## config.mk

```make
export PLATFORM = sky130hd
export DESIGN_NAME = uart_tx_fifo_gen_flat
export DESIGN_NICKNAME = d
export VERILOG_FILES = /design/src/rtl/uart_tx_fifo_gen_if.sv /design/src/rtl/uart_tx_fifo_gen.sv /design/src/flat_wrapper.sv
export SDC_FILE = /design/constraint.sdc
export NUM_CORES = 1
export LEC_CHECK = 0
export ABC_AREA = 1
export ABC_CLOCK_PERIOD_IN_PS = 7800
export BUFFER_PORTS_ARGS = -buffer_cell sky130_fd_sc_hd__buf_4
export CAP_MARGIN = 30
export CORE_MARGIN = 2
export CORE_UTILIZATION = 50
export CTS_CLUSTER_DIAMETER = 150
export CTS_CLUSTER_SIZE = 12
export DETAILED_ROUTE_END_ITERATION = 16
export HOLD_SLACK_MARGIN = 0.03
export PLACE_DENSITY = 0.64
export SLEW_MARGIN = 20
export SYNTH_ARGS = -nofsm -noshare
export SYNTH_HDL_FRONTEND = slang
export SYNTH_SLANG_ARGS = --single-unit
```

## constraint.sdc

```tcl
create_clock -name clk -period 7.8 [get_ports clk]
set_input_delay 1.56 -clock clk [delete_from_list [all_inputs] [get_ports clk]]
set_output_delay 1.56 -clock clk [all_outputs]
set_load 0.005 [all_outputs]
```

## src/rtl/uart_tx_fifo_gen_if.sv

```systemverilog
// rtl/uart_tx_fifo_gen_if.sv - push-side bus of the UART transmitter FIFO
interface uart_tx_fifo_gen_if #(
  parameter int FIFO_DEPTH = 16
);
  localparam int LW = $clog2(FIFO_DEPTH) + 1;

  logic          wr_en;
  logic [7:0]    wr_data;
  logic          fifo_full;
  logic          fifo_empty;
  logic [LW-1:0] fifo_level;
  logic          overflow;

  modport master (
    output wr_en, wr_data,
    input  fifo_full, fifo_empty, fifo_level, overflow
  );

  modport slave (
    input  wr_en, wr_data,
    output fifo_full, fifo_empty, fifo_level, overflow
  );
endinterface

```

## src/rtl/uart_tx_fifo_gen.sv

```systemverilog
// rtl/uart_tx_fifo_gen.sv - UART transmitter with transmit FIFO, baud divider and break
module uart_tx_fifo_gen #(
  parameter int FIFO_DEPTH = 16,
  parameter int BAUD_W     = 13
) (
  input  logic              clk,
  input  logic              reset_n,
  input  logic [BAUD_W-1:0] baud_val,
  input  logic [1:0]        data_len,
  input  logic              parity_en,
  input  logic              odd_n_even,
  input  logic              stop2,
  input  logic              break_en,
  uart_tx_fifo_gen_if.slave wr_if,
  output logic              tx_busy,
  output logic              tx_done,
  output logic              tx
);

  localparam int AW = $clog2(FIFO_DEPTH);
  localparam int LW = AW + 1;
  localparam logic [LW-1:0] DEPTH_L = LW'(FIFO_DEPTH);

  typedef enum logic [2:0] {
    S_IDLE, S_START, S_DATA, S_PARITY, S_STOP1, S_STOP2, S_BREAK
  } state_t;

  state_t            state_q, state_d;
  logic [7:0]        mem [FIFO_DEPTH];
  logic [AW-1:0]     wr_ptr, rd_ptr;
  logic [LW-1:0]     level_q, level_d;
  logic              full_q, empty_q, overflow_q;
  logic              push, pop, frame_end, tick, counting;
  logic [BAUD_W-1:0] baud_cnt;
  logic [7:0]        shreg;
  logic [2:0]        bit_cnt;
  logic [1:0]        len_q;
  logic              par_en_q, odd_q, stop2_q, par_acc, brk_hold;
  logic              last_bit;

  // Full is the registered flag, so a same-cycle pop never lets an extra push in.
  assign push     = wr_if.wr_en && !full_q;
  assign level_d  = level_q + LW'(push) - LW'(pop);
  assign counting = (state_q != S_IDLE) && (state_q != S_BREAK);
  assign tick     = counting && (baud_cnt == baud_val);
  assign last_bit = (bit_cnt == ({1'b0, len_q} + 3'd4));

  assign wr_if.fifo_full  = full_q;
  assign wr_if.fifo_empty = empty_q;
  assign wr_if.fifo_level = level_q;
  assign wr_if.overflow   = overflow_q;

  // FIFO storage write port
  always_ff @(posedge clk) begin
    if (push) mem[wr_ptr] <= wr_if.wr_data;
  end

  // FIFO pointers, occupancy and status flags
  always_ff @(posedge clk or negedge reset_n) begin
    if (!reset_n) begin
      wr_ptr     <= '0;
      rd_ptr     <= '0;
      level_q    <= '0;
      full_q     <= 1'b0;
      empty_q    <= 1'b1;
      overflow_q <= 1'b0;
    end else begin
      if (push) wr_ptr <= wr_ptr + AW'(1);
      if (pop)  rd_ptr <= rd_ptr + AW'(1);
      level_q    <= level_d;
      full_q     <= (level_d == DEPTH_L);
      empty_q    <= (level_d == '0);
      overflow_q <= wr_if.wr_en && full_q;
    end
  end

  // Frame state register
  always_ff @(posedge clk or negedge reset_n) begin
    if (!reset_n) state_q <= S_IDLE;
    else          state_q <= state_d;
  end

  // Next-state and FIFO pop decision
  always_comb begin
    state_d   = state_q;
    pop       = 1'b0;
    frame_end = 1'b0;
    case (state_q)
      S_IDLE: begin
        if (break_en) begin
          state_d = S_BREAK;
        end else if (!empty_q) begin
          pop     = 1'b1;
          state_d = S_START;
        end
      end
      S_START:  if (tick) state_d = S_DATA;
      S_DATA:   if (tick && last_bit) state_d = par_en_q ? S_PARITY : S_STOP1;
      S_PARITY: if (tick) state_d = S_STOP1;
      S_STOP1: begin
        if (tick) begin
          if (brk_hold)     state_d = S_IDLE;
          else if (stop2_q) state_d = S_STOP2;
          else              frame_end = 1'b1;
        end
      end
      S_STOP2:  if (tick) frame_end = 1'b1;
      S_BREAK:  if (!break_en) state_d = S_STOP1;
      default:  state_d = S_IDLE;
    endcase
    // Chain straight into the next start bit when more data is waiting.
    if (frame_end) begin
      if (!break_en && !empty_q) begin
        pop     = 1'b1;
        state_d = S_START;
      end else begin
        state_d = S_IDLE;
      end
    end
  end

  // Bit-period counter, parked at zero while the line is not framing
  always_ff @(posedge clk or negedge reset_n) begin
    if (!reset_n)                baud_cnt <= '0;
    else if (!counting || tick)  baud_cnt <= '0;
    else                         baud_cnt <= baud_cnt + BAUD_W'(1);
  end

  // Character load, shifting, running parity and break-recovery marker
  always_ff @(posedge clk or negedge reset_n) begin
    if (!reset_n) begin
      shreg    <= '0;
      bit_cnt  <= '0;
      len_q    <= '0;
      par_en_q <= 1'b0;
      odd_q    <= 1'b0;
      stop2_q  <= 1'b0;
      par_acc  <= 1'b0;
      brk_hold <= 1'b0;
    end else begin
      if (pop) begin
        shreg    <= mem[rd_ptr];
        bit_cnt  <= '0;
        len_q    <= data_len;
        par_en_q <= parity_en;
        odd_q    <= odd_n_even;
        stop2_q  <= stop2;
        par_acc  <= 1'b0;
      end else if (state_q == S_DATA && tick) begin
        shreg   <= {1'b0, shreg[7:1]};
        bit_cnt <= bit_cnt + 3'd1;
        par_acc <= par_acc ^ shreg[0];
      end
      if (state_q == S_BREAK && !break_en)    brk_hold <= 1'b1;
      else if (state_q == S_STOP1 && tick)    brk_hold <= 1'b0;
    end
  end

  // Registered line and status outputs
  always_ff @(posedge clk or negedge reset_n) begin
    if (!reset_n) begin
      tx      <= 1'b1;
      tx_busy <= 1'b0;
      tx_done <= 1'b0;
    end else begin
      case (state_q)
        S_START:  tx <= 1'b0;
        S_DATA:   tx <= shreg[0];
        S_PARITY: tx <= par_acc ^ odd_q;
        S_BREAK:  tx <= 1'b0;
        default:  tx <= 1'b1;
      endcase
      tx_busy <= counting;
      tx_done <= frame_end;
    end
  end

endmodule

```

## src/flat_wrapper.sv

```systemverilog
// flat-port wrapper written by rule: the top's interface ports become plain ports
module uart_tx_fifo_gen_flat 
#(
  parameter int FIFO_DEPTH = 16,
  parameter int BAUD_W     = 13
)
  (clk, reset_n, baud_val, data_len, parity_en, odd_n_even, stop2, break_en, tx_busy, tx_done, tx, wr_if_wr_en, wr_if_wr_data, wr_if_fifo_full, wr_if_fifo_empty, wr_if_fifo_level, wr_if_overflow);
  uart_tx_fifo_gen_if #(.FIFO_DEPTH(FIFO_DEPTH)) wr_if_i ();
  input  logic clk;
  input  logic reset_n;
  input  logic [BAUD_W-1:0] baud_val;
  input  logic [1:0] data_len;
  input  logic parity_en;
  input  logic odd_n_even;
  input  logic stop2;
  input  logic break_en;
  output logic tx_busy;
  output logic tx_done;
  output logic tx;
  input wire logic [$bits(wr_if_i.wr_en)-1:0] wr_if_wr_en;
  input wire logic [$bits(wr_if_i.wr_data)-1:0] wr_if_wr_data;
  output wire logic [$bits(wr_if_i.fifo_full)-1:0] wr_if_fifo_full;
  output wire logic [$bits(wr_if_i.fifo_empty)-1:0] wr_if_fifo_empty;
  output wire logic [$bits(wr_if_i.fifo_level)-1:0] wr_if_fifo_level;
  output wire logic [$bits(wr_if_i.overflow)-1:0] wr_if_overflow;
  assign wr_if_i.wr_en = wr_if_wr_en;
  assign wr_if_i.wr_data = wr_if_wr_data;
  assign wr_if_fifo_full = wr_if_i.fifo_full;
  assign wr_if_fifo_empty = wr_if_i.fifo_empty;
  assign wr_if_fifo_level = wr_if_i.fifo_level;
  assign wr_if_overflow = wr_if_i.overflow;
  uart_tx_fifo_gen #(.FIFO_DEPTH(FIFO_DEPTH), .BAUD_W(BAUD_W)) u_core (.clk(clk), .reset_n(reset_n), .baud_val(baud_val), .data_len(data_len), .parity_en(parity_en), .odd_n_even(odd_n_even), .stop2(stop2), .break_en(break_en), .wr_if(wr_if_i), .tx_busy(tx_busy), .tx_done(tx_done), .tx(tx));
endmodule
```

==> results list <==
* Outcome: complete, no violations
- The die is 131 µm tall.
- First-pass GRT wire length: 26,600 µm
* Drt drc: 0
- DRC marker count from the first detailed-route iteration: 306
- Max Clk Rate: 242 MHz
- The worst setup path is captured at a register.
- Inserted Diodes: 0
- The number of max-slew violations in the final report was 0.
- Total design power: 3.21 mW
- The H-tree generated during clock tree synthesis spans 4 levels.
- The tool flagged a number of max-cap violations equal to 0.
- Routed signal wires occupy layers up through met4.
* Most area-hungry cell type in the Yosys netlist: sky130_fd_sc_hd__edfxtp_1
* Worst supply voltage drop on vdd: 185 µV
- At the pin with the least slew margin, the transition time is 0.940 ns.
- Number of antenna violations at the first check in global routing: 0
- Fraction of final layout cells with drive strength greater than 1: 14.5%
- Resized cells post-CTS: 0
* Worst clock skew on the final layout: 0.00879 ns
* Leading cell types in the layout, fill and taps excluded: sky130_fd_sc_hd__edfxtp_1, sky130_fd_sc_hd__nand2_1, sky130_fd_sc_hd__nor2_1, sky130_fd_sc_hd__o21ai_0, sky130_fd_sc_hd__dfrtp_1
* Boundary pin count: 41
- After synthesis, the largest area contributor takes up 47.6% of total cell area.
- For this run, the detailed router's first-pass iteration total came to 7.
* Routability congestion estimate from global placement: 0.809
* Pwr/cell area: 352 nW/µm²
* CTS Root Buffer Type: sky130_fd_sc_hd__clkbuf_16
- The die covers 17,200 µm².
* Post-Syn Nets: 790
- Worst Path Arrival: 4.48 ns
* Class of the most critical hold timing path: register to register
- For this run, the number of Yosys warnings is 0.
- In this run, post-CTS hold repair placed 0 buffers.
- The routed design uses 8570 µm of met2 wire.
* Sequential share of the synthesized area: 64.1%
* Global Route Usage Sum: 20.6%
- Remaining Overflow, GRT: 0
* Data required time of the worst path: 8.15 ns
- After clock tree synthesis, the setup repair step added 0 buffers.
- After synthesis, the cell types taking the most area are sky130_fd_sc_hd__edfxtp_1, sky130_fd_sc_hd__dfrtp_1, sky130_fd_sc_hd__nand2_1.
- The final route contains 5,412 vias.
- Clock-pin slew reported for the worst setup and hold paths after clock tree synthesis: 0.06 ns
- STA classifies the critical path startpoint as an input pin.
* Setup Crit Path Kind: input pin to register
* Netlist area before placement: 8080 µm²
- The library cell used most frequently in the layout, excluding fill and tap cells, is sky130_fd_sc_hd__edfxtp_1.
- After detailed routing, the wire length on met1 is 7220 µm.
- Setup repair after global routing left no endpoint under its margin.
- For the final routed database, the setup TNS stands at 0 ns.
- Placeable core region: 15,800 µm²
- Total of endpoints with negative setup slack in the final report: 0
- The number of different library cells used by synthesis comes to 43.
- For the worst-skew pair, the clock arrives at the later sink with an insertion delay of 0.42 ns.
* Post-layout min period: 4.12 ns
- Final worst-path cycle share: 52.9%
* Number of global-route vias before repair: 5,138
- Counting every instance in the synthesized netlist gives 747.
- TritonCTS built the clock tree.
* Count of non-filler cells in the finished layout: 1,009
- Wire segments on met3 add up to 859 µm in the final route.
- Using the TritonRoute via totals, the vias-per-cell ratio works out to 5.36.
* Number of failing hold endpoints at the final stage: 0
- Number of antenna-violating nets in the routed design: 0
- Total wire length after detailed routing: 16,900 µm
- The worst hold path passes through 2 cells.
* Clock buffer count from CTS: 17
- The number of cells on the worst reg-to-reg path is 15.
- Layout Area Growth over Synthesis: 12.7%
- Deepest clock path buffer count: 2
- Dividing the synthesized area by the synthesized cell count gives 10.8 µm².
- After synthesis the netlist holds a flip-flop and latch count of 181.
* Pleak: 3.59 nW
- Pin count of the biggest net entering global routing: 67
* Layout net count: 823
* Max-slew headroom: 37.1%
* Routed wire length per instance: 16.7 µm
* Detail Placement HPWL: 10,700 µm
* DP Cell Count: 976
- Port buffering added 40 buffers.
- Total number of placement rows: 46
- Largest fanout on the critical path: 24
- Clock net sink count: 181
* Chip width: 131 µm
- For this configuration, the core starts out at a cell density of 51.0%.
synthesized netlist by cell type, drive strengths merged:
master	n
a21oi	14
a221o	1
a221oi	1
a311oi	1
buf	13
clkbuf	18
clkinv	1
dfrtp	51
dfstp	2
edfxtp	128
fa	1
ha	12
inv	59
nand2	132
nand3	45
nand3b	1
nand4	5
nor2	118
nor3	6
nor3b	6
o211ai	7
o21ai	84
o21bai	1
o221ai	9
o22ai	16
or4	1
xnor2	5
xor2	9
final timing paths:
path                                                endpoint                     startpoint  slack [ns]
min                              u_core.shreg[6]$_DFFE_PN0P_    u_core.shreg[7]$_DFFE_PN0P_        0.51
min in group asynchronous        u_core.brk_hold$_DFFE_PN0P_                        reset_n        1.18
max in group asynchronous       u_core.wr_ptr[2]$_DFFE_PN0P_                        reset_n        6.15
max reg2reg                u_core.wr_if.fifo_empty$_DFF_PN1_  u_core.state_q[1]$_DFFE_PN0P_        4.41
max                        u_core.wr_if.fifo_empty$_DFF_PN1_                    baud_val[4]        3.68
min reg2reg                      u_core.shreg[6]$_DFFE_PN0P_    u_core.shreg[7]$_DFFE_PN0P_        0.51
power by group:
group          total [mW]  internal, mW  switching (mW)
Sequential           1.30          1.19           0.102
Clock               0.819         0.487           0.332
Combinational        1.09         0.365           0.726
Total                3.21          2.05            1.16
worst max-delay path: stages:
cell and delay [ns]:
sky130_fd_sc_hd__buf_4 0.11, sky130_fd_sc_hd__nand2_1 0.06, sky130_fd_sc_hd__nand2_1 0.06, sky130_fd_sc_hd__nor2_2 0.09
sky130_fd_sc_hd__nand2_1 0.11, sky130_fd_sc_hd__nor2_4 0.20, sky130_fd_sc_hd__nand4_4 0.13, sky130_fd_sc_hd__nand2_4 0.09
sky130_fd_sc_hd__nand2_4 0.15, sky130_fd_sc_hd__inv_6 0.26, sky130_fd_sc_hd__ha_1 0.27, sky130_fd_sc_hd__inv_1 0.07
sky130_fd_sc_hd__ha_1 0.18, sky130_fd_sc_hd__fa_1 0.44, sky130_fd_sc_hd__or4_1 0.55, sky130_fd_sc_hd__nor2_1 0.12
sequential cells by signal, indices dropped and copies added, names as in the netlist, 2 cells and up:
signal,cells
u_core.len_q,2
u_core.baud_cnt,13
u_core.rd_ptr,4
u_core.shreg,8
u_core.bit_cnt,3
u_core.wr_ptr,4
u_core.state_q,3
u_core.wr_if.fifo_level,5
u_core.mem,128
metrics by stage:
| stage | hold slack [ns] | util [%] | cell area (µm²) | setup slack [ns] |
|---|---|---|---|---|
| after floorplan | 0.468 | - | 8080 | 3.76 |
| after global routing | 0.535 | 57.5 | 9100 | 3.39 |
| after global placement | 0.485 | 53.6 | 8490 | 3.34 |
| after CTS | 0.507 | 57.4 | 9090 | 3.65 |
| after detailed placement | 0.490 | 53.8 | 8520 | 3.20 |
| final | 0.505 | 57.5 | 9100 | 3.68 |
routing by layer:
metal	vias to the layer above	GRT usage [%]
li1	2637	-
met2	143	35.8
met5	-	0
met3	19	3.49
met4	0	6.07
met1	2613	26.8
cell type report:
class	count	area (µm²)
flip-flops and latches	181	5170
clock inverters	2	10.0
fillers	1317	6730
repair buffers	45	358
clock buffers	30	564
inverters	60	230
multi-input cells	475	2490
well taps	216	270
logic make-up after synthesis:
family	share of synthesized area (%)
XOR/XNOR	1.52
adder cells (fa/ha/maj)	2.11
AO/OA/AOI/OAI	9.61
buffers and inverters	5.07
AND/OR/NAND/NOR	17.6
flip-flops	64.1
Power figures use the tool's default switching activity.
